[config.mk]
export PLATFORM = sky130hd
export DESIGN_NAME = alu_nextpc_unit
export DESIGN_NICKNAME = d
export VERILOG_FILES = /design/src/rtl/alu_nextpc_unit.sv
export SDC_FILE = /design/constraint.sdc
export NUM_CORES = 1
export LEC_CHECK = 0
export BUFFER_PORTS_ARGS = -buffer_cell sky130_fd_sc_hd__buf_2
export CORE_MARGIN = 2
export CORE_UTILIZATION = 45
export CTS_CLUSTER_SIZE = 25
export DETAILED_ROUTE_END_ITERATION = 6
export GPL_TIMING_DRIVEN = 0
export PLACE_DENSITY = 0.74
export SLEW_MARGIN = 20
export SYNTH_ARGS = -nofsm -noshare
export SYNTH_HDL_FRONTEND = slang
export SYNTH_SLANG_ARGS = --single-unit
[constraint.sdc]
create_clock -name clock -period 6.9 [get_ports clock]
set_input_delay 0.345 -clock clock [delete_from_list [all_inputs] [get_ports clock]]
set_output_delay 0.345 -clock clock [all_outputs]
set_load 0.03 [all_outputs]
[src/rtl/alu_nextpc_unit.sv]
// Execution and next-PC slice of a single-cycle MIPS-style processor.
// Holds the PC and the previous-ALU-result registers, the PC+4 and
// branch-target adders, the 32-bit ALU with zero flag, and the
// branch-control mux that selects the next PC.
// Register file, data memory, decode and operand muxing live outside.
// There are no handshakes here: one instruction completes per clock,
// and the unit never stalls.
module alu_nextpc_unit #(
  parameter logic [31:0] RESET_PC = 32'h0000_0000
) (
  input  logic        clock,
  input  logic        reset,
  input  logic [31:0] aluin1,
  input  logic [31:0] aluin2,
  input  logic [2:0]  alu_op,
  input  logic [2:0]  branch,
  input  logic [15:0] imm16,
  input  logic [25:0] jaddr,
  input  logic [31:0] reg1,
  input  logic [31:0] mem_data,
  output logic [31:0] pc,
  output logic [31:0] pc4,
  output logic [31:0] aluout,
  output logic        zout,
  output logic [31:0] prev_aluout,
  output logic [31:0] next_pc
);

  // ALU operation encodings {alu2,alu1,alu0}
  localparam logic [2:0] ALU_AND = 3'b000;
  localparam logic [2:0] ALU_OR  = 3'b001;
  localparam logic [2:0] ALU_ADD = 3'b010;
  localparam logic [2:0] ALU_SRL = 3'b011;
  localparam logic [2:0] ALU_SUB = 3'b110;
  localparam logic [2:0] ALU_SLT = 3'b111;

  // Branch-control encodings {branch2,branch1,branch0}
  localparam logic [2:0] BR_SEQ  = 3'b000;
  localparam logic [2:0] BR_BEQ  = 3'b001;
  localparam logic [2:0] BR_BMN  = 3'b010;
  localparam logic [2:0] BR_BRZ  = 3'b011;
  localparam logic [2:0] BR_BZ   = 3'b100;
  localparam logic [2:0] BR_JM   = 3'b101;
  localparam logic [2:0] BR_JMOR = 3'b110;
  localparam logic [2:0] BR_JR   = 3'b111;

  logic [31:0] imm_ext;
  logic [31:0] pc_imm;
  logic [31:0] target_addr;
  logic        flag_n;
  logic        flag_z;

  // Address arithmetic; all sums wrap modulo 2^32.
  assign pc4         = pc + 32'd4;
  assign imm_ext     = {{14{imm16[15]}}, imm16, 2'b00};
  assign pc_imm      = pc4 + imm_ext;
  assign target_addr = {pc4[31:28], jaddr, 2'b00};

  // Condition flags come from the previous instruction's result, not this
  // cycle's ALU, so a branch tests what the instruction before it computed.
  assign flag_n = prev_aluout[31];
  assign flag_z = (prev_aluout == 32'd0);

  // ALU datapath; the unused encodings 100 and 101 produce zero.
  always_comb begin
    aluout = 32'd0;
    case (alu_op)
      ALU_AND: aluout = aluin1 & aluin2;
      ALU_OR:  aluout = aluin1 | aluin2;
      ALU_ADD: aluout = aluin1 + aluin2;
      ALU_SRL: aluout = aluin1 >> aluin2[4:0];
      ALU_SUB: aluout = aluin1 - aluin2;
      ALU_SLT: aluout = ($signed(aluin1) < $signed(aluin2)) ? 32'd1 : 32'd0;
      default: aluout = 32'd0;
    endcase
  end

  assign zout = (aluout == 32'd0);

  // Next-PC selection; conditional forms fall back to pc4 when not taken.
  always_comb begin
    next_pc = pc4;
    case (branch)
      BR_SEQ:  next_pc = pc4;
      BR_BEQ:  next_pc = zout   ? pc_imm      : pc4;
      BR_BMN:  next_pc = flag_n ? mem_data    : pc4;
      BR_BRZ:  next_pc = flag_z ? reg1        : pc4;
      BR_BZ:   next_pc = flag_z ? target_addr : pc4;
      BR_JM:   next_pc = mem_data;
      BR_JMOR: next_pc = mem_data;
      BR_JR:   next_pc = reg1;
      default: next_pc = pc4;
    endcase
  end

  // PC and previous-result registers; reset overrides the in-flight next_pc.
  always_ff @(posedge clock) begin
    if (reset) begin
      pc          <= RESET_PC;
      prev_aluout <= 32'd0;
    end else begin
      pc          <= next_pc;
      prev_aluout <= aluout;
    end
  end

endmodule

==> flow_summary.ini <==
[status]
status = completed

[synth]
synth_cell_types = 95
synth_edf_count = 0
async_flop_share_pct = 0
synthFlopType = dfxtp_1
syn_avg_cell_area_sq_um = 7.22
syn-cell-area_sq_um = 13000
yosys_warnings = 0
syn_nets = 2111
synth-seq-area-share_pct = 9.84
synthCells = 1804
synth-seq-cells = 64

[critical_path]
crit_slowest_cell = buf_1
r2r-end = pc[27]
ff2ff_setup_slack_ns = 1.65
r2r-start = pc[2]
cp_common_cell = buf_2
crit_path_start_kind = primary input
critical_path_class = in2out
cp_num_buf_inv = 8
crit_fanout = 10
critPathRequiredTime_ns = 6.55
critPathMaxStageDelay_ns = 0.60
worstPathCellList = buf_2 > buf_2 > buf_1 > buf_2 > buf_1 > mux2i_1 > o22ai_1 > a211oi_1 > o211ai_1 > nor3_2 > nand4_1 > nor4_4 > nand4_4 > or2_4 > inv_1 > buf_4 > mux2i_1 > a21oi_1 > buf_2
worstPathArrival_ns = 6.47
end_kind = primary output
path_delay_family = buffers and inverters
reg2regPathDepth = 19

[route]
wl_per_cell_microns = 27.5
routed_wl_microns = 70100
vias = 17199
drtIter0Drc = 2094
ant_nets = 0
firstDrtPassIters = 7
drt-vias-per-instance = 6.76
drc = 0

[clocking]
clk_pin_slew_ns = 0.07
cts_tree = yes
cts_buffers = 9
cts-htree-levels = 3
postCtsHoldBufs = 0
cts_sinks = 64
clockBufferDepth = 2
clk_latency_ns = 0.36
clock-root-buffer = clkbuf_16

[timing]
period_share_pct = 98.8
finalHoldWorstSlack_ns = 0.289
fmax_mhz = 147
fin_worst_skew_ns = 0.0102
worst_pin_slew_ns = 1.00
setup_slack_ns = 0.0834
rsz0062_at_grt = false
hold_violations = 0
fin_crit_ns = 6.82
relSlewSlack_pct = 32.9
slew_violations = 0
finalSetupViolations = 0

[floorplan]
io_pins = 339
dieArea_sq_um = 30300
placementRows = 62
die_w_microns = 174
core-area_sq_um = 28600
die_y_microns = 174
start_util_pct = 45.5

[hold_path]
whs_path_depth = 3
min_delay_worst_endpoint = pc[1]
hold_path.class = in2reg
hp-start = mem_data[1]

[grt]
grt_pass1_vias = 16120
grt_antenna_before_repair = 8
grt_pass1_wl_microns = 102000
grt_max_degree = 19
gr-usage-all-layers_pct = 44.6
overflow = 0

[final_layout]
drive_gt1_share_pct = 21.9
nets = 2456
postLayoutCellArea_sq_um = 15600
syn_to_final_growth_pct = 19.6
final_cells = 2546

[pwr]
total_power_w = 0.00244
p_leak_nw = 7.43
ir_drop_uv = 81.7
cellPowerDensity_nw_per_um2 = 156

[placement]
pre_cts_ws_ns = -0.851
globalplace.congestion = 1.06
dp_hpwl_microns = 58200
dp.cells = 2525
place_area_sq_um = 15200
portBuffers = 336

[flow_run]
max-cap-violations = 0
[what timing repair did]
action	in CTS	in global routing
gates resized for setup	6	4
hold endpoints to repair	0	0
pin swaps	0	0
setup endpoints to repair	38	22
buffers inserted	0	2
[cell usage after synthesis, types with 14 or more instances]
| library cell | instances | area share, % |
|---|---|---|
| a211oi_1 | 14 | 0.81 |
| o21ai_0 | 97 | 3.7 |
| ha_1 | 126 | 12 |
| nor2b_1 | 24 | 1.2 |
| a21o_1 | 25 | 1.4 |
| a221oi_1 | 25 | 1.7 |
| a31oi_1 | 26 | 1.2 |
| buf_2 | 18 | 0.69 |
| xor2_1 | 15 | 1.0 |
| nor2_1 | 164 | 4.7 |
| xnor2_1 | 61 | 4.1 |
| o31ai_1 | 14 | 0.81 |
| nand2_1 | 135 | 3.9 |
| dfxtp_1 | 64 | 9.8 |
| o21a_1 | 17 | 0.98 |
| mux2_2 | 23 | 2.0 |
| mux4_2 | 19 | 3.3 |
| nor3_1 | 38 | 1.5 |
| mux2i_1 | 65 | 5.0 |
| or3_1 | 17 | 0.82 |
| and3_1 | 17 | 0.82 |
| a221o_1 | 33 | 2.5 |
| o211ai_1 | 19 | 1.1 |
| nand3_1 | 58 | 2.2 |
| a21oi_1 | 129 | 5.0 |
| nand4_1 | 32 | 1.5 |
| inv_1 | 158 | 4.6 |
| o22ai_1 | 14 | 0.67 |
| and2_1 | 30 | 1.4 |
| clkbuf_1 | 61 | 1.8 |
| nor4_1 | 21 | 1.0 |
| nand2b_1 | 16 | 0.77 |
[sequential cells by signal, summed over array words and instances, names as in the netlist]
name and count:
prev_aluout 32, pc 32
[worst max path at each step]
stage	startpoint	endpoint	cells after the start
6_report	aluin2[1]	next_pc[20]	19
2_1_floorplan	aluin2[1]	next_pc[17]	18
4_1_cts	aluin2[2]	next_pc[4]	21
5_1_grt	aluin2[1]	next_pc[20]	20
3_3_place_gp	aluin2[2]	next_pc[4]	22
3_5_place_dp	aluin2[1]	next_pc[4]	21
[cells in the final DEF (no fill, tap or decap), types with 26 or more instances in the layout]
cell type,netlist,final
clkbuf_1,61,58
buf_2,18,354
nor2_1,164,163
inv_1,158,156
nor3_1,38,36
and2_1,30,30
a221o_1,33,33
mux2i_1,65,65
dfxtp_1,64,64
nand2_1,135,135
a21oi_1,129,129
nand3_1,58,58
xnor2_1,61,61
nand4_1,32,32
ha_1,126,126
a31oi_1,26,26
o21ai_0,97,96
[per-stage QoR]
| step | TNS [ns] | util [%] |
|---|---|---|
| after global placement | -57.30 | 53.1 |
| after floorplan | 0 | - |
| after CTS | 0 | 54.3 |
| after global routing | 0 | 54.4 |
| final | 0 | 54.4 |
| after detailed placement | -28.08 | 53.1 |
[cell families (layout without fill, tap and decap cells)]
kind of cell | after synthesis | in the layout | share of synthesized area [%]
simple gates | 598 | 598 | 23.3
compound gates | 565 | 565 | 30.4
buf+inv | 263 | 613 | 8.27
fa+ha+maj | 129 | 129 | 12.6
mux | 109 | 109 | 10.6
xor+xnor | 76 | 76 | 5.11
flops | 64 | 64 | 9.84
other cells | 0 | 8 | 0
[report_power, final]
| part | total (W) | switching (W) | internal, W |
|---|---|---|---|
| combinational | 0.00152 | 0.00103 | 0.000493 |
| sequential | 0.000434 | 0.0000317 | 0.000402 |
| clock | 0.000484 | 0.000200 | 0.000284 |
[tightest hold or removal path, cell delays in order]
cell,delay (ns)
buf_2,0.08
a222oi_1,0.10
nor2_1,0.09
[layer usage]
metal,GRT usage [%],up-vias,wire [microns]
met4,29.1,2,5100
met5,0,-,8
met3,9.16,289,7110
met2,71.6,1298,31300
met1,54.3,8196,26600
li1,-,7414,-
[final cells by class]
cell class	count	area, sq um
fill	2854	13000
multi-input combinational	1477	10700
timing repair buffer	339	1710
sequential	64	1280
inverter	160	608
tap	384	480
buffer	98	459
clock buffer	9	225
clock inverter	7	78.8
antenna	8	20.0
No activity file was read; power rests on OpenSTA's default activity.
